## config.mk

```make
export PLATFORM = sky130hd
export DESIGN_NAME = carregador_programa
export DESIGN_NICKNAME = d
export VERILOG_FILES = /design/src/rtl/carregador_programa.sv
export SDC_FILE = /design/constraint.sdc
export NUM_CORES = 1
export LEC_CHECK = 0
export ABC_AREA = 0
export CAP_MARGIN = 20
export CORE_MARGIN = 2
export CORE_UTILIZATION = 44
export DETAILED_ROUTE_END_ITERATION = 12
export MAX_ROUTING_LAYER = met4
export PLACE_DENSITY = 0.74
export SETUP_SLACK_MARGIN = 0.2
export SLEW_MARGIN = 40
export SYNTH_ARGS = -nofsm -noshare
export SYNTH_HDL_FRONTEND = slang
export SYNTH_SLANG_ARGS = --single-unit
```

## constraint.sdc

```tcl
create_clock -name clock -period 1.6 [get_ports clock]
set_input_delay 0.16 -clock clock [delete_from_list [all_inputs] [get_ports clock]]
set_output_delay 0.16 -clock clock [all_outputs]
set_load 0.1 [all_outputs]
```

## src/rtl/carregador_programa.sv

```systemverilog
// Program loader: pairs 5-bit stream words into {opcode, operand} entries and
// writes them to the CPU instruction memory, holding the CPU in reset meanwhile.
module carregador_programa #(
  parameter int WIDTH  = 5,
  parameter int DEPTH  = 16,
  parameter int ADDR_W = 4
) (
  input  logic              clock,
  input  logic              reset,
  input  logic              start,
  input  logic              in_valid,
  output logic              in_ready,
  input  logic [WIDTH-1:0]  in_word,
  input  logic              in_last,
  output logic              mem_we,
  output logic [ADDR_W-1:0] mem_addr,
  output logic [WIDTH-1:0]  mem_op,
  output logic [WIDTH-1:0]  mem_dado,
  output logic              cpu_hold,
  output logic              busy,
  output logic              done,
  output logic              erro,
  output logic [ADDR_W:0]   count
);

  typedef enum logic [2:0] {OCIOSO, RECEBE_OP, RECEBE_DADO, ESCREVE, FIM} state_t;

  localparam logic [ADDR_W:0] DEPTH_C = (ADDR_W+1)'(DEPTH);

  state_t            state;
  logic [WIDTH-1:0]  op_q;
  logic              last_q;
  logic              ovf_q;
  logic              we_q;
  logic              xfer;
  logic [ADDR_W:0]   count_next;

  assign xfer       = in_valid && in_ready;
  assign count_next = count + 1'b1;
  // A reset landing in the write cycle suppresses the strobe the memory would sample.
  assign mem_we     = we_q && !reset;

  always_ff @(posedge clock) begin
    if (reset) begin
      state    <= OCIOSO;
      in_ready <= 1'b0;
      we_q     <= 1'b0;
      busy     <= 1'b0;
      done     <= 1'b0;
      erro     <= 1'b0;
      cpu_hold <= 1'b1;
      mem_addr <= '0;
      mem_op   <= '0;
      mem_dado <= '0;
      count    <= '0;
      ovf_q    <= 1'b0;
      last_q   <= 1'b0;
    end else begin
      we_q <= 1'b0;
      case (state)
        OCIOSO, FIM: begin
          if (start) begin
            state    <= RECEBE_OP;
            in_ready <= 1'b1;
            busy     <= 1'b1;
            done     <= 1'b0;
            erro     <= 1'b0;
            cpu_hold <= 1'b1;
            count    <= '0;
            mem_addr <= '0;
            ovf_q    <= 1'b0;
          end
        end
        RECEBE_OP: begin
          if (xfer) begin
            // A lone opcode marked last, or any word after memory is full, is an error.
            if (in_last || ovf_q) begin
              state    <= FIM;
              in_ready <= 1'b0;
              busy     <= 1'b0;
              done     <= 1'b1;
              erro     <= 1'b1;
              cpu_hold <= 1'b1;
            end else begin
              op_q  <= in_word;
              state <= RECEBE_DADO;
            end
          end
        end
        RECEBE_DADO: begin
          if (xfer) begin
            last_q   <= in_last;
            mem_addr <= count[ADDR_W-1:0];
            mem_op   <= op_q;
            mem_dado <= in_word;
            we_q     <= 1'b1;
            in_ready <= 1'b0;
            state    <= ESCREVE;
          end
        end
        ESCREVE: begin
          count <= count_next;
          if (last_q) begin
            state    <= FIM;
            busy     <= 1'b0;
            done     <= 1'b1;
            cpu_hold <= erro;
          end else begin
            state    <= RECEBE_OP;
            in_ready <= 1'b1;
            if (count_next == DEPTH_C) ovf_q <= 1'b1;
          end
        end
        default: state <= OCIOSO;
      endcase
    end
  end

endmodule

```

# Yosys cells after proc, flatten, opt, wreduce, memory -nomap -nowiden
# Index checks and enable logic that the tools add are counted.
[word_totals]
regBits = 35
in_bits = 10
[op_classes]
addsub = 1
eq_ne = 12
n_mux = 31
bitwise = 3
n_reduce_logical = 21
[op_table]
columns = ["cell", "n"]
rows = [
  ["$mux W3", 5],
  ["$mux W1", 14],
  ["$ne A2 B2 Y1 const B", 7],
  ["$pmux W3 S4", 1],
  ["$reduce_and A4 Y1", 3],
  ["$pmux W5 S2", 1],
  ["$pmux W1 S3", 3],
  ["$mux W4", 2],
  ["$pmux W4 S2", 1],
  ["$eq A3 B2 Y1 const B", 2],
  ["$reduce_and A3 Y1", 2],
  ["$reduce_and A6 Y1", 1],
  ["$reduce_bool A2 Y1", 3],
  ["$add A5 B1 Y5 const B", 1],
  ["$eq A5 B5 Y1 const B", 1],
  ["$mux W5", 1],
  ["$reduce_and A5 Y1", 1],
  ["$pmux W1 S2", 2],
  ["$pmux W1 S4", 1],
  ["$reduce_and A2 Y1", 2],
  ["$reduce_bool A4 Y1", 1],
  ["$reduce_or A2 Y1", 2],
  ["$eq A3 B1 Y1 const B", 1],
  ["$eq A3 B3 Y1 const B", 1],
  ["6 further kinds", 9],
]

# Longest topological paths before layout
# Gate-level depths: netlist of the first run.
[logic_depth]
depth_word = 5
mapped_depth = 5
ltp_nobuf = 5

# Least setup slack after synthesis of the first run
# No wires, ideal clock.
[synth_path]
path_type = "register to register"
start = "register count[0]"
end = "register ovf_q"
setup_time_ns = 0.116
t_arrival_ns = 1.941
t_required_ns = 1.484
slack_ns = -0.458
path_stages_with_launch = 6
path_buffers = 0
period_less_slack_ns = 2.058
cell_sequence = "dfxtp_1 -> ha_1 -> nand3_1 -> xnor2_1 -> a31oi_1 -> nor2_1"
[synth_via]
elab_chain_len = 4
[synth_rtl]
columns = ["item", "line", "rtl"]
rows = [
  ["from (decl)", "23", "output logic [ADDR_W:0] count"],
  ["from (signal assigned)", "102", "count <= count_next;"],
  ["$add A5 B1 Y5", "39", "assign count_next = count + 1'b1;"],
  ["$eq A5 B5 Y1", "111", "if (count_next == DEPTH_C) ovf_q <= 1'b1;"],
  ["$ne A2 B2 Y1 (no source line)", "--", ""],
  ["$reduce_and A4 Y1 (no source line)", "--", ""],
  ["to (signal assigned)", "56", "ovf_q <= 1'b0;"],
  ["to (signal assigned)", "71", "ovf_q <= 1'b0;"],
  ["to (signal assigned)", "111", ""],
  ["to (decl)", "33", "logic ovf_q;"],
]
# No other way between the ends.
# A chain may end at the register's enable or synchronous reset.

# Worst setup path after layout of the first run
[layout_path]
start = "register state[0]"
end = "register mem_op[0]"
[layout_via]
elab_chain_len = 2
[layout_rtl]
columns = ["item", "line", "rtl"]
rows = [
  ["from (decl)", "30", "state_t state;"],
  ["from (signal assigned)", "45", "state <= OCIOSO;"],
  ["from (signal assigned)", "63", "state <= RECEBE_OP;"],
  ["from (signal assigned)", "78", "state <= FIM;"],
  ["$eq A3 B2 Y1", "60", "case (state)"],
  ["$reduce_and A2 Y1 (no source line)", "--", ""],
  ["to (signal assigned)", "94", "mem_op <= op_q;"],
  ["to (decl)", "17", "output logic [WIDTH-1:0] mem_op,"],
]
# No other way between the ends.

==> impl_metrics.csv, run 1 <==
group,metric,value,unit
die,floorplan.rows,21,
power,post-layout-total-power,1.78,mW
sta,hold_violations,0,
placed_design,pre_cts_setup_slack,-42.9,ps
grt,globalRoute.totalOverflow,0,
worst_setup_path,cp.required,1840,ps
detailed_routing,drt_first_iter_violations,43,
worst_setup_path,reg2regPathDepth,5,
detailed_routing,drc,0,
clocking,worst_skew_pair.late_latency,340,ps
clocking,cts-root-buf,"sky130_fd_sc_hd__clkbuf_4",
die,fp.dieArea,0.00393,mm^2
sta,slew_headroom,0.806,
synthesis,synth.cell_area,0.00151,mm^2
synthesis,synth.avg_cell_area,9.77,um^2
outcome,result_of_the_run,"complete, no violations",
worst_setup_path,worst-setup-path-type,"flip-flop to flip-flop",
synthesis,cell_count_after_synthesis,155,
detailed_routing,count_of_antenna_violating_nets_left_after_detailed_routing,0,
sta,finalWorstPathRequiredPeriod,1340,ps
synthesis,synth-edff-count,5,
synthesis,synth.lib_cells_used.distinct,42,
die,boundaryPins,35,
grt,grt_start_max_net_pins,14,
synthesis,synth-main-ff-cell,"sky130_fd_sc_hd__dfxtp_1",
placed_design,portBuffers,34,
worst_setup_path,reg2reg_slack,260,ps
sta,achievable_frequency,747,MHz
worst_setup_path,crit-reg2reg-capture,"mem_op[0]$_SDFFE_PP0P_",
sta,rsz0062_at_grt,"yes",
worst_setup_path,r2r-start,"state[0]$_SDFFE_PP0P_",
die,core,0.00331,mm^2
sta,final_worst_path_period_share,0.836,
power,p_per_area,746,mW/mm^2
synthesis,ys_seq_elements,35,
detailed_routing,first_drt_pass_iteration_count,4,
synthesis,synth.net_count,167,
detailed_routing,drt-wirelength-per-cell,15.0,um
grt,track_usage,0.195,
detailed_routing,via_count_of_the_routed_design,1338,
sta,clock_skew,7.12,ps
worst_hold_path,hp-class,"input pin to flip-flop",
worst_setup_path,crit_path_start_kind,"flip-flop",
worst_setup_path,critical_path_arrival,1580,ps
sta,setup_viol,0,
layout,post_route_cells_drive_above_1_share,0.342,
detailed_routing,wl,3720,um
layout,syn2layout_area_growth,57.2,%
synthesis,yosys_warnings,0,
clocking,max-clock-path-buffers,2,
die,dieWidth,62.7,um
grt,grt_first_pass_wirelength,5710,um
clocking,worst_setup_hold_path_clk_slew,110,ps
layout,util_after_layout,0.719,
layout,design.final.nets,213,
placed_design,hpwlAfterDp,2610,um
grt,antenna_found_initial,0,
power,power.ir.vdd_worst,0.754,mV
clocking,clock_tree_from_tritoncts,"done",
die,initial_core_utilization,0.457,
detailed_routing,routed_via_density,5.40,
worst_setup_path,worstSetupEndpoint,"mem_op[0]$_SDFFE_PP0P_",
synthesis,synth.yosys.seq_area_share,0.496,
clocking,tritoncts.num_buffers,5,
worst_setup_path,startpoint,"state[0]$_SDFFE_PP0P_",
layout,antenna_cells,0,
clocking,cts_htree_levels,2,
placed_design,gp_congestion,0.994,
sta,fin_ws,262,ps
worst_hold_path,worstHoldPathCells,1,
worst_setup_path,worstPathMaxFanout,10,
power,p_leak,0.883,nW
die,die-height,62.7,um
job,drv_cap,0,
clocking,cts_sinks,35,
sta,final_slew_violations,0,
grt,number_of_global_route_vias_before_repair,1252,
worst_setup_path,crit_path_end_kind,"flip-flop",
synthesis,async_reset_ff_frac,0,
sta,tightest_slew,291,ps
[final cells by class]
type,count,area [um^2]
clock inverters,3,43.8
clock buffers,5,37.5
flip-flops and latches,35,774
fillers,256,931
inverters,2,7.51
repair buffers,46,691
multi-input cells,111,768
well taps,46,57.6
[cell usage in the layout (no fill, tap or decap), types with 2 or more instances in the layout]
master,synthesis,final
sky130_fd_sc_hd__clkdlybuf4s50_1,0,9
sky130_fd_sc_hd__nand2b_4,0,2
sky130_fd_sc_hd__dfxtp_4,0,5
sky130_fd_sc_hd__edfxtp_1,5,5
sky130_fd_sc_hd__a211oi_1,2,2
sky130_fd_sc_hd__dfxtp_2,0,4
sky130_fd_sc_hd__nand3_1,6,6
sky130_fd_sc_hd__nand2_1,3,3
sky130_fd_sc_hd__o21ai_1,4,4
sky130_fd_sc_hd__mux2i_1,12,12
sky130_fd_sc_hd__buf_12,0,26
sky130_fd_sc_hd__dfxtp_1,30,21
sky130_fd_sc_hd__buf_4,2,10
sky130_fd_sc_hd__nand4_1,2,2
sky130_fd_sc_hd__xor2_1,2,2
sky130_fd_sc_hd__a21oi_1,8,8
sky130_fd_sc_hd__clkbuf_4,0,5
sky130_fd_sc_hd__nor3_1,10,9
sky130_fd_sc_hd__a31oi_1,2,2
sky130_fd_sc_hd__nand2b_1,7,5
sky130_fd_sc_hd__nor2_1,26,25
sky130_fd_sc_hd__inv_1,2,2
sky130_fd_sc_hd__xnor2_1,2,2
[per-stage QoR]
step	std cells	hold WS (ps)	TNS (ps)	cell area, um^2
2_1_floorplan	155	259	0	1540
3_3_place_gp	238	462	0	2230
3_5_place_dp	238	489	-189	2230
4_1_cts	246	393	0	2320
5_1_grt	248	388	0	2380
6_report	248	410	0	2380
[per-layer routing]
metal | track usage | vias to the layer above | part of all wire | wire, um
li1 | - | 640 | - | -
met1 | 0.219 | 634 | 0.40 | 1480
met5 | - | - | 0 | 0
met2 | 0.309 | 60 | 0.51 | 1900
met4 | 0.0806 | 0 | 0.0094 | 35
met3 | 0.0775 | 4 | 0.081 | 301
[registers in the layout (all words and copies together), names as in the netlist]
signal and flops:
erro 1, op_q 5, ovf_q 1, we_q 1
state 3, cpu_hold 1, busy 1, done 1
mem_addr 4, mem_op 5, mem_dado 5, count 5
last_q 1, in_ready 1
[cell families after synthesis]
logic type / Yosys count / synth area share
buf+inv: 9 / 0.0331
xor+xnor: 4 / 0.0231
fa+ha+maj: 2 / 0.0165
compound gates: 25 / 0.108
simple gates: 68 / 0.244
flops: 35 / 0.496
mux: 12 / 0.0793
[timing repair]
action                     CTS  global route
resized for setup            2            14
pin swaps                    0             2
hold buffers                 0             0
setup buffers                0             2
setup endpoints to repair   17            24
hold endpoints to repair     0             0
[cell usage after synthesis (2+ instances only)]
cell	n	area, um^2
sky130_fd_sc_hd__ha_1	2	25.0
sky130_fd_sc_hd__nor2_1	26	97.6
sky130_fd_sc_hd__a211oi_1	2	15.0
sky130_fd_sc_hd__edfxtp_1	5	150
sky130_fd_sc_hd__nand4_1	2	12.5
sky130_fd_sc_hd__dfxtp_1	30	601
sky130_fd_sc_hd__xor2_1	2	17.5
sky130_fd_sc_hd__inv_1	2	7.51
sky130_fd_sc_hd__nand2b_1	7	43.8
sky130_fd_sc_hd__nand3_1	6	30.0
sky130_fd_sc_hd__nor3_1	10	50.1
sky130_fd_sc_hd__mux2i_1	12	120
sky130_fd_sc_hd__xnor2_1	2	17.5
sky130_fd_sc_hd__clkbuf_1	3	11.3
sky130_fd_sc_hd__a31oi_1	2	12.5
sky130_fd_sc_hd__o21ai_1	4	20.0
sky130_fd_sc_hd__buf_4	2	15.0
sky130_fd_sc_hd__nor2b_1	3	18.8
sky130_fd_sc_hd__a21oi_1	8	40.0
sky130_fd_sc_hd__nand2_1	3	11.3
[power breakdown]
| part | internal (mW) | switching, mW | leakage [nW] | total, mW |
|---|---|---|---|---|
| clock network | 0.329 | 0.308 | 0.0452 | 0.637 |
| logic | 0.0945 | 0.129 | 0.545 | 0.224 |
| registers | 0.897 | 0.0177 | 0.293 | 0.914 |
| total | 1.32 | 0.455 | 0.883 | 1.78 |
[critical path, cell delays in order (launching register included)]
cell	delay [ps]
sky130_fd_sc_hd__dfxtp_4	380
sky130_fd_sc_hd__nand2b_2	240
sky130_fd_sc_hd__nor3_4	200
sky130_fd_sc_hd__buf_12	180
sky130_fd_sc_hd__mux2i_1	200
sky130_fd_sc_hd__nor2_1	60
[how the worst min path moves through the flow]
stage,start,to
after CTS,in_word[3],op_q[3]$_DFFE_PP_
final,in_word[0],op_q[0]$_DFFE_PP_
after global routing,in_word[2],op_q[2]$_DFFE_PP_
after detailed placement,op_q[3]$_DFFE_PP_,mem_op[3]$_SDFFE_PP0P_
after global placement,op_q[1]$_DFFE_PP_,mem_op[1]$_SDFFE_PP0P_
after floorplan,in_word[0],op_q[0]$_DFFE_PP_
Note: power is estimated with default switching activity, not from simulation.
==> run 2, diff against run 1 <==
Settings changed: CORE_UTILIZATION 44 to 49, PLACE_DENSITY 0.74 to 0.78.
Clock period 1.6 ns to 1.3 ns, I/O delays scaled along.
==> run 2 against run 1 <==
The flow now finishes with violations (setup timing). Cell count increased by 6.0%. Sequential cell count unchanged. Power grew 19%. First-iteration DRC count grew to 3.3 times the previous value. Sequential share of layout area shrank 4.5 points. Die area fell by 9.6%.
==> impl_metrics.csv, run 2 (same netlist as run 1, synthesis figures left out) <==
group,metric,value,unit
placed_design,hpwlAfterDp,3040,um
die,fp.dieArea,0.00355,mm^2
grt,grt_start_max_net_pins,13,
detailed_routing,via_count_of_the_routed_design,1625,
worst_setup_path,crit_path_top_delay_cell,"sky130_fd_sc_hd__a211oi_1",
die,floorplan.rows,20,
worst_setup_path,worst-setup-path-type,"flip-flop to flip-flop",
clocking,tritoncts.num_buffers,5,
worst_setup_path,crit_path_start_kind,"flip-flop",
detailed_routing,wl,5950,um
worst_hold_path,hp-class,"input pin to flip-flop",
detailed_routing,drt_first_iter_violations,141,
die,boundaryPins,35,
grt,track_usage,0.286,
clocking,cts-root-buf,"sky130_fd_sc_hd__clkbuf_4",
clocking,worst_skew_pair.late_latency,360,ps
detailed_routing,drt-wirelength-per-cell,22.6,um
grt,number_of_global_route_vias_before_repair,1468,
clocking,clock_tree_from_tritoncts,"done",
power,p_per_area,744,mW/mm^2
placed_design,detailed_place.area,0.00237,mm^2
worst_setup_path,path_cells,"nand2b_2 > buf_4 > a211oi_1 > nor3_2",
sta,rsz0062_at_grt,"yes",
detailed_routing,drc,0,
sta,holdWs,374,ps
grt,antenna_found_initial,0,
layout,post_route_cells_drive_above_1_share,0.591,
layout,stdcell_area,0.00285,mm^2
detailed_routing,count_of_antenna_violating_nets_left_after_detailed_routing,0,
sta,final_worst_path_period_share,1.09,
worst_setup_path,reg2reg_slack,-120,ps
worst_hold_path,hold_start,"in_word[3]",
clocking,cts_sinks,35,
placed_design,portBuffers,34,
worst_setup_path,cp.required,1530,ps
worst_setup_path,crit-reg2reg-capture,"in_ready$_SDFFE_PP0P_",
outcome,violations_in_the_final_reports,"setup timing",
worst_setup_path,critical_path_arrival,1650,ps
worst_setup_path,reg2regPathDepth,4,
layout,syn2layout_area_growth,88.0,%
sta,tightest_slew,515,ps
die,die-height,59.6,um
outcome,result_of_the_run,"finished with violations",
job,drv_cap,0,
sta,clock_skew,20.2,ps
sta,setup_viol,23,
sta,final.setup.tns,-1050,ps
layout,util_after_layout,0.948,
worst_setup_path,worstPathMaxFanout,4,
power,power.ir.vdd_worst,0.764,mV
die,dieWidth,59.6,um
grt,grt_first_pass_wirelength,7160,um
layout,design.final.nets,241,
clocking,worst_setup_hold_path_clk_slew,110,ps
layout,layout.cells.most_common,"sky130_fd_sc_hd__buf_12",
placed_design,gp_congestion,0.886,
sta,final_slew_violations,0,
worst_setup_path,crit_path_end_kind,"flip-flop",
die,initial_core_utilization,0.504,
clocking,cts_htree_levels,2,
worst_setup_path,worst_path_largest_cell_delay,450,ps
worst_setup_path,r2r-start,"state[0]$_SDFFE_PP0P_",
sta,finalWorstPathRequiredPeriod,1420,ps
sta,hold_violations,0,
worst_hold_path,worstHoldEndpoint,"op_q[3]$_DFFE_PP_",
power,p_leak,1.06,nW
die,core,0.00300,mm^2
grt,globalRoute.totalOverflow,0,
detailed_routing,routed_via_density,6.18,
layout,antenna_cells,0,
sta,slew_headroom,0.655,
sta,fin_ws,-119,ps
detailed_routing,first_drt_pass_iteration_count,4,
layout,mostFrequentLayoutCells,"sky130_fd_sc_hd__buf_12 (27), sky130_fd_sc_hd__nor2_1 (25), sky130_fd_sc_hd__buf_4 (24)",
sta,achievable_frequency,705,MHz
clocking,max-clock-path-buffers,2,
worst_hold_path,worstHoldPathCells,1,
-- run 2: changes by cell type in the layout (fill, tap and decap cells not counted), sizes merged --
cell | previous run | this run
a21oi | 9 | 10
bufinv | 1 | 0
buf | 36 | 64
clkinv | 2 | 1
clkinvlp | 0 | 1
-- run 2: critical path: cells and delay by family (launching register included) --
family                 cells  cell delay [ps]
AOI/OAI and AO/OA          1              450
and+or+nand+nor            2              320
DFF                        1              350
buffers and inverters      1              180
-- run 2: through the flow --
stage	setup slack [ps]	power, mW	instances
after floorplan	-35.8	1.31	155
after global placement	-206	1.42	235
after detailed placement	-277	1.43	235
after CTS	-37.2	2.04	251
after global routing	-155	2.19	263
final	-119	2.12	263
-- run 2: how the worst max path moves through the flow --
stage                           from                       end  slack, ps
2_1_floorplan  in_ready$_SDFFE_PP0P_  mem_dado[0]$_SDFFE_PP0P_        -40
3_3_place_gp                in_valid         op_q[2]$_DFFE_PP_       -210
3_5_place_dp                in_valid         op_q[4]$_DFFE_PP_       -280
4_1_cts        state[2]$_SDFFE_PP0P_  mem_addr[2]$_SDFFE_PP0P_        -40
5_1_grt        state[0]$_SDFFE_PP0P_     in_ready$_SDFFE_PP0P_       -150
6_report       state[0]$_SDFFE_PP0P_     in_ready$_SDFFE_PP0P_       -120
-- run 2: power breakdown --
group | switching [mW] | internal (mW) | total [mW]
combinational | 0.221 | 0.172 | 0.394
sequential | 0.0200 | 1.09 | 1.11
clock | 0.400 | 0.208 | 0.608
total | 0.641 | 1.48 | 2.12
-- run 2: layout make-up --
| class | count | area, um^2 |
|---|---|---|
| Clock inverter | 2 | 12.5 |
| Multi-Input combinational cell | 112 | 990 |
| Timing Repair Buffer | 73 | 957 |
| Sequential cell | 35 | 797 |
| Fill cell | 78 | 156 |
| Clock buffer | 6 | 41.3 |
| Tap cell | 33 | 41.3 |
| Inverter | 2 | 7.51 |
-- run 2: repair_timing --
action,4_1_cts,5_1_grt
pin swaps,13,22
setup buffers,7,12
endpoints found under the hold margin,0,0
cloned,1,0
endpoints found under the setup margin,38,46
resized for setup,24,38
hold buffers,0,0
-- run 2: layer usage --
layer | part of all wire | global-route usage
met5 | 0 | -
met3 | 0.063 | 0.0764
met4 | 0.040 | 0.175
met1 | 0.39 | 0.323
met2 | 0.50 | 0.449
==> run 3, diff against run 2 <==
Settings changed: MAX_ROUTING_LAYER met4 to not set, PLACE_DENSITY 0.78 to 0.88.
==> run 3 against run 2 <==
The flow still finishes with violations (setup timing). Cell area fell by 2.4%. Sequential cell count did not move. Cell count down 1.9%. Core utilization shrank 2.3 points. Via count is 0.68% higher. Critical path depth rose by 2. Global-route usage is 4.7 points higher. Clock power up 1%. Register-to-register slack got worse by 97 ps. Sequential power about the same. Sequential share of layout area grew 0.74 points. Worst hold slack got worse by 14 ps. Critical path type unchanged. Critical endpoint is now mem_op[0]$_SDFFE_PP0P_. Largest cell class unchanged. Largest power group unchanged. Highest routed layer unchanged.
==> impl_metrics.csv, run 3 (same netlist as run 1, synthesis figures left out) <==
group,metric,value,unit
outcome,result_of_the_run,"finished with violations",
outcome,violations_in_the_final_reports,"setup timing",
sta,achievable_frequency,660,MHz
worst_setup_path,reg2reg_slack,-220,ps
detailed_routing,via_count_of_the_routed_design,1636,
power,seqPwrFrac,0.535,
worst_setup_path,cp.required,1550,ps
detailed_routing,routed_via_density,6.34,
power,p_per_area,755,mW/mm^2
worst_setup_path,worst-setup-path-type,"flip-flop to flip-flop",
detailed_routing,count_of_antenna_violating_nets_left_after_detailed_routing,0,
sta,setup_viol,27,
worst_setup_path,worst_path_largest_cell_delay,380,ps
job,drv_cap,0,
clocking,clock_tree_from_tritoncts,"done",
grt,track_usage,0.333,
worst_setup_path,cp_common_cell,"sky130_fd_sc_hd__buf_12",
sta,slew_headroom,0.685,
clocking,tritoncts.num_buffers,5,
layout,antenna_cells,0,
worst_setup_path,reg2regPathDepth,6,
sta,fin_ws,-216,ps
clocking,worst_skew_pair.late_latency,370,ps
layout,post_route_cells_drive_above_1_share,0.582,
placed_design,detailed_place.area,0.00236,mm^2
power,power.internal,1.46,mW
power,combinationalPowerShare,0.173,
detailed_routing,drt_first_iter_violations,101,
clocking,cts_sinks,35,
die,initial_core_utilization,0.504,
power,p_switching,0.641,mW
power,p_leak,1.04,nW
worst_setup_path,critPathBufInv,3,
layout,filler_cell_count,94,
sta,rsz0062_at_grt,"yes",
power,power.switching_fraction,0.306,
worst_setup_path,path_cells,"buf_12 > nor3_4 > buf_6 > buf_12 > mux2i_1 > nor2_1",
worst_setup_path,crit-reg2reg-capture,"mem_op[0]$_SDFFE_PP0P_",
layout,design.final.nets,236,
detailed_routing,drc,0,
clocking,max-clock-path-buffers,2,
power,clkPwrFrac,0.293,
worst_setup_path,worstSetupEndpoint,"mem_op[0]$_SDFFE_PP0P_",
power,power.ir.vdd_worst,0.805,mV
die,fp.dieArea,0.00355,mm^2
worst_setup_path,r2r-start,"state[2]$_SDFFE_PP0P_",
sta,final_worst_path_period_share,1.17,
clocking,worst_setup_hold_path_clk_slew,120,ps
grt,number_of_global_route_vias_before_repair,1648,
worst_setup_path,critPathTopFamily,"buffers and inverters",
detailed_routing,wl,6630,um
sta,holdWs,360,ps
sta,clock_skew,16.0,ps
clocking,holdBufCountCts,0,
die,floorplan.rows,20,
grt,grt_start_max_net_pins,11,
die,dieWidth,59.6,um
sta,hold_violations,0,
layout,mostFrequentLayoutCells,"sky130_fd_sc_hd__buf_12 (27), sky130_fd_sc_hd__buf_4 (24), sky130_fd_sc_hd__nor2_1 (21)",
clocking,cts_htree_levels,2,
worst_setup_path,startpoint,"state[2]$_SDFFE_PP0P_",
worst_setup_path,cp_num_cells,6,
detailed_routing,drt-wirelength-per-cell,25.7,um
sta,final_slew_violations,0,
sta,finalWorstPathRequiredPeriod,1520,ps
worst_setup_path,crit_path_start_kind,"flip-flop",
clocking,cts-root-buf,"sky130_fd_sc_hd__clkbuf_4",
grt,grt_first_pass_wirelength,8260,um
power,post-layout-total-power,2.10,mW
worst_setup_path,crit_path_top_delay_cell,"sky130_fd_sc_hd__dfxtp_4",
layout,layout.cells.most_common,"sky130_fd_sc_hd__buf_12",
die,boundaryPins,35,
worst_hold_path,hp-class,"input pin to flip-flop",
detailed_routing,first_drt_pass_iteration_count,6,
sta,final.setup.tns,-2860,ps
layout,stdcell_area,0.00278,mm^2
placed_design,portBuffers,34,
worst_setup_path,critical_path_arrival,1760,ps
sta,tightest_slew,466,ps
grt,globalRoute.totalOverflow,0,
die,core,0.00300,mm^2
placed_design,hpwlAfterDp,3050,um
layout,syn2layout_area_growth,83.5,%
die,die-height,59.6,um
placed_design,gp_congestion,0.934,
worst_setup_path,crit_path_end_kind,"flip-flop",
worst_setup_path,worstPathMaxFanout,8,
grt,antenna_found_initial,0,
-- run 3: how the worst min path moves through the flow --
stage	startpoint	endpoint	slack [ps]	depth (start not counted)
2_1_floorplan	in_word[0]	op_q[0]$_DFFE_PP_	230	0
3_3_place_gp	op_q[0]$_DFFE_PP_	mem_op[0]$_SDFFE_PP0P_	480	2
3_5_place_dp	op_q[3]$_DFFE_PP_	mem_op[3]$_SDFFE_PP0P_	500	2
4_1_cts	reset	we_q$_SDFF_PP0_	340	2
5_1_grt	in_word[1]	op_q[1]$_DFFE_PP_	360	1
6_report	in_word[0]	op_q[0]$_DFFE_PP_	360	1
-- run 3: repair_timing --
action / 4_1_cts / 5_1_grt
cloned: 1 / 0
buffers inserted: 8 / 8
endpoints found under the setup margin: 34 / 49
pin swaps: 15 / 9
gates resized for setup: 21 / 38
-- run 3: per-layer routing --
metal  global-route usage  vias to the layer above  share of wire
met1                0.342                      784           0.33
met2                0.560                      127           0.51
met3                0.114                       41           0.10
met4                0.241                        0          0.059
met5                    0                        -              0
li1                     -                      684              -
-- run 3: power groups by stage --
stage | sequential [mW] | clock (mW) | combinational, mW
after floorplan | 1.20 | 0 | 0.110
after global placement | 1.15 | 0 | 0.272
after detailed placement | 1.15 | 0 | 0.284
after CTS | 1.12 | 0.581 | 0.304
after global routing | 1.12 | 0.654 | 0.370
final | 1.12 | 0.614 | 0.362
-- run 3: area by class of cell --
class / instances / area, um^2 / area share
multi-input combinational: 111 / 950 / 0.342
timing repair buffer: 69 / 931 / 0.335
sequential: 35 / 798 / 0.287
clock buffer: 7 / 45.0 / 0.0162
tap: 33 / 41.3 / 0.0149
inverter: 2 / 7.51 / 0.00270
clock inverter: 1 / 5.00 / 0.00180
-- run 3: metrics by stage --
step | setup WS (ps) | std cells | util
5_1_grt | -246 | 258 | 0.925
3_3_place_gp | -193 | 233 | 0.785
2_1_floorplan | -35.8 | 155 | -
4_1_cts | -22.9 | 250 | 0.855
6_report | -216 | 258 | 0.925
3_5_place_dp | -271 | 233 | 0.785
-- run 3: worst register-to-register path, cell delays in order (launching register included) --
cell and delay, ps:
sky130_fd_sc_hd__dfxtp_4 380, sky130_fd_sc_hd__buf_12 140, sky130_fd_sc_hd__nor3_4 250, sky130_fd_sc_hd__buf_6 140
sky130_fd_sc_hd__buf_12 120, sky130_fd_sc_hd__mux2i_1 250, sky130_fd_sc_hd__nor2_1 100
==> RTL change 1 (settings of run 1) <==
The 5 states of `state_t` get a one-hot encoding in 5 bits.
--- a/src/rtl/carregador_programa.sv
+++ b/src/rtl/carregador_programa.sv
@@ -25,3 +25,3 @@
 
-  typedef enum logic [2:0] {OCIOSO, RECEBE_OP, RECEBE_DADO, ESCREVE, FIM} state_t;
+  typedef enum logic [4:0] {OCIOSO = 5'b00001, RECEBE_OP = 5'b00010, RECEBE_DADO = 5'b00100, ESCREVE = 5'b01000, FIM = 5'b10000} state_t;
 
Check against the original RTL: no difference found for any inputs over 10 cycles, from zero or initial values and one cycle with reset high; not proved beyond that.
==> RTL change 1 against run 1 <==
The run now ends with negative setup slack left; wire length is 43% higher; cell area is 32% higher; critical path type unchanged; setup slack worse by 0.38 ns; synthesized area is 17% higher; die area is 16% higher; sequential cell count is 2 higher; count of clock-buffer cells in the layout stayed put.
Power is not compared: it rests on default switching activity, and its combinational part moved more than twofold at a synthesized area within 25%.
==> RTL change 1: results <==
metrics = {
    "logic_synthesis": {
        "synthTopCellsByArea": "dfxtp_1 (36%), edfxtp_1 (8.4%), nand2_1 (6.5%)",
        "synthCells": 195,
        "synth_top_area_share_pct": 36.03,
        "synth-compound-area-share_pct": 12.53,
        "ys_async_sr_fraction_pct": 0,
        "yosysUniqueCellTypes": 51,
        "synth_top_cells_by_count": "dfxtp_1 (32), nand2_1 (31), a21oi_1 (23), nor2_1 (16), nand3_1 (8)",
        "synth_nets": 207,
        "synthAdderAreaFrac_pct": 1.407,
        "ys_seq_area_share_pct": 44.48,
        "yosys_warnings": 0,
        "synth_xor_area_share_pct": 3.871,
        "synth_edf_count": 5,
        "yosys_most_used_dff": "dfxtp_1",
        "synth_mux_area_share_pct": 1.970,
    },
    "final_layout": {
        "final_cells": 307,
        "n_antenna_cell": 0,
        "drive_above_1_share_pct": 53.31,
        "fin_nets": 268,
    },
    "detailed_routing": {
        "vias": 1725,
        "drtPass1Iterations": 4,
        "drt_iter0_drc": 116,
        "wl_per_cell_um": 17.32,
    },
    "timing": {
        "setup_violations": 6,
        "holdWs_ns": 0.4644,
        "final.setup.tns_ns": -0.5826,
        "setup_ws_ns": -0.1133,
        "skew_ns": 0.004611,
        "worst_pin_slew_ns": 0.2905,
    },
    "outcome": {
        "violations": "negative setup slack",
        "status": "finished with violations",
    },
    "setup_path": {
        "crit_type": "reg -> reg",
        "cp_slowest_cell": "dfxtp_4",
        "arrival_ns": 1.73,
        "slowest_delay_ns": 0.37,
        "r2r-start": "state[4]$_SDFFE_PP0P_",
        "cp_max_fo": 5,
    },
    "placed_design": {
        "place_ws_ns": -0.08663,
        "placedCellCount": 285,
        "dp_hpwl_um": 2940,
        "place_congestion": 0.7896,
    },
    "power": {
        "vdd_drop_max_mv": 0.9786,
    },
    "clock_tree": {
        "root_buffer": "clkbuf_8",
        "path_clk_slew_ns": 0.08,
        "clk_latency_ns": 0.30,
    },
    "global_routing": {
        "grt_start_max_net_pins": 27,
        "grt_pass1_vias": 1579,
        "grt_pass1_wl_um": 7348,
        "antenna_found_initial": 0,
        "grt_usage_pct": 22.10,
    },
    "min_path": {
        "min_path_type": "in -> reg",
        "min_from": "in_word[2]",
    },
}
## RTL change 1: layer usage
layer	routed length [um]	share of wire [%]	GRT usage [%]
met1	2243	42	27.06
met2	2727	51	35.54
met4	96	1.8	7.143
met5	0	0	-
met3	250	4.7	5.667
## RTL change 1: final cells by class
cell class | count | area (um^2)
multi-input combinational | 144 | 1206
timing repair buffer | 66 | 920.9
sequential | 37 | 825.8
fill | 193 | 804.5
clock buffer | 5 | 68.82
tap | 50 | 62.56
clock inverter | 3 | 46.29
inverter | 2 | 7.507
## RTL change 1: report_power, final
part,internal (mW),total (mW),switching (mW),leakage (nW)
combinational,0.791,1.67,0.880,0.790
sequential,1.02,1.13,0.117,0.311
clock,0.467,0.842,0.375,0.0543
total,2.27,3.65,1.37,1.15
## RTL change 1: metrics by stage
stage / total power, mW / area, um^2
detailed placement: 2.517 / 2572
finish: 3.646 / 3138
floorplan: 2.092 / 1872
CTS: 3.485 / 2844
global route: 3.791 / 3138
global placement: 2.489 / 2572
## RTL change 1: cell families (layout without fill, tap and decap cells)
family,Yosys count,after routing
compound gates,39,39
xor+xnor,7,7
fa+ha+maj,2,2
buf+inv,14,76
flops,37,37
mux,3,3
simple gates,93,93
## RTL change 1: repair_timing
item / 4_1_cts / 5_1_grt
pin swaps: 7 / 21
setup endpoints to repair: 34 / 35
gates resized for setup: 22 / 60
setup buffers: 10 / 2
gates cloned: 0 / 2
hold endpoints to repair: 0 / 0
hold buffers: 0 / 0
## RTL change 1: path summary, 6_finish.rpt
path / to / depth (start not counted)
worst min-delay path: op_q[2]$_DFFE_PP_ / 1
worst min register to register: mem_addr[2]$_SDFFE_PP0P_ / 2
worst max-delay path: op_q[4]$_DFFE_PP_ / 5
worst max register to register: op_q[4]$_DFFE_PP_ / 5
==> RTL change 2 (settings of run 1) <==
Made on the original files. `ADDR_W`: 4 -> 5.
--- a/src/rtl/carregador_programa.sv
+++ b/src/rtl/carregador_programa.sv
@@ -5,3 +5,3 @@
   parameter int DEPTH  = 16,
-  parameter int ADDR_W = 4
+  parameter int ADDR_W = 5
 ) (
Ports: changed (resized count and mem_addr); port bits go from 35 to 37. The function was not compared with the original's and may differ.
==> RTL change 2 against run 1 <==
Synthesized area up 8.0%; wire length up 1.8%; maximum frequency down 3.1%; setup slack worse by 0.043 ns; sequential cell count up 2; total power up 1.9%; highest routed layer unchanged; core utilization down 2.0 points; sequential power up 5.4%; cell area up 5.9%; hold slack worse by 0.031 ns.
==> RTL change 2: results <==
metrics = {
    "outcome": {
        "status": "finished, final reports clean",
    },
    "final_layout": {
        "drive_above_1_share_pct": 30.73,
        "fin_nets": 229,
        "final_cells": 266,
    },
    "setup_path": {
        "cp_max_fo": 13,
        "slowest_delay_ns": 0.52,
        "r2r_slack_ns": 0.22,
        "r2r-start": "state[1]$_SDFFE_PP0P_",
        "reg2reg_to": "state[0]$_SDFFE_PP0P_",
        "cp_slowest_cell": "or4_1",
    },
    "min_path": {
        "min_from": "reset",
        "whs_path_depth": 3,
    },
    "power": {
        "pg_seq_uw": 963,
        "swShare_pct": 25.72,
        "p_seq_share_pct": 53.2,
        "leakage_nw": 0.9235,
        "vdd_drop_max_mv": 0.4480,
    },
    "logic_synthesis": {
        "synth_nets": 185,
        "syn_avg_cell_area_um2": 9.453,
        "synth_xor_area_share_pct": 1.071,
        "synthTopCellsByArea": "dfxtp_1 (39%), mux2i_1 (10%), edfxtp_1 (9.2%)",
        "synth-compound-area-share_pct": 10.56,
        "synthAdderAreaFrac_pct": 1.530,
        "yosysUniqueCellTypes": 41,
        "synth_mux_area_share_pct": 10.41,
    },
    "global_routing": {
        "grt_pass1_vias": 1406,
        "grt_pass1_wl_um": 6223,
        "met2_usage_pct": 33.12,
        "grt_usage_pct": 19.84,
        "grt_start_max_net_pins": 18,
        "use_met3_pct": 4.861,
    },
    "placed_design": {
        "dp_hpwl_um": 2789,
        "place_ws_ns": -0.02939,
        "place_congestion": 0.8681,
        "placedInstanceArea_mm2": 0.002399,
        "placedCellCount": 257,
        "io_buffers": 36,
    },
    "detailed_routing": {
        "wl_met2_um": 1963,
        "wl_met1_um": 1535,
        "vias_per_cell": 5.410,
        "postRouteWirelength_um": 3784,
    },
    "clock_tree": {
        "path_clk_slew_ns": 0.07,
        "root_buffer": "clkbuf_8",
        "clk_latency_ns": 0.29,
        "cts-resized-gates": 3,
    },
    "timing": {
        "skew_ns": 0.004421,
    },
}
-- RTL change 2: tightest hold or removal path: cells and delay by family --
family                 cells  cell delay, ns
buffers and inverters      2            0.39
and+or+nand+nor            1            0.09
-- RTL change 2: layout make-up --
class,instances,area (um^2)
inverter,1,3.754
fill,264,1086
clock inverter,3,17.52
timing repair buffer,48,743.2
clock buffer,5,68.82
tap,48,60.06
multi-input combinational,124,810.8
sequential,37,815.8
-- RTL change 2: how the worst max path moves through the flow --
stage | startpoint | end | cells past startpoint
after floorplan | in_ready$_SDFFE_PP0P_ | mem_dado[2]$_SDFFE_PP0P_ | 6
after global placement | in_valid | op_q[4]$_DFFE_PP_ | 6
after detailed placement | in_valid | op_q[4]$_DFFE_PP_ | 6
after CTS | state[0]$_SDFFE_PP0P_ | op_q[3]$_DFFE_PP_ | 4
after global routing | in_ready$_SDFFE_PP0P_ | op_q[4]$_DFFE_PP_ | 5
final | state[1]$_SDFFE_PP0P_ | state[0]$_SDFFE_PP0P_ | 4
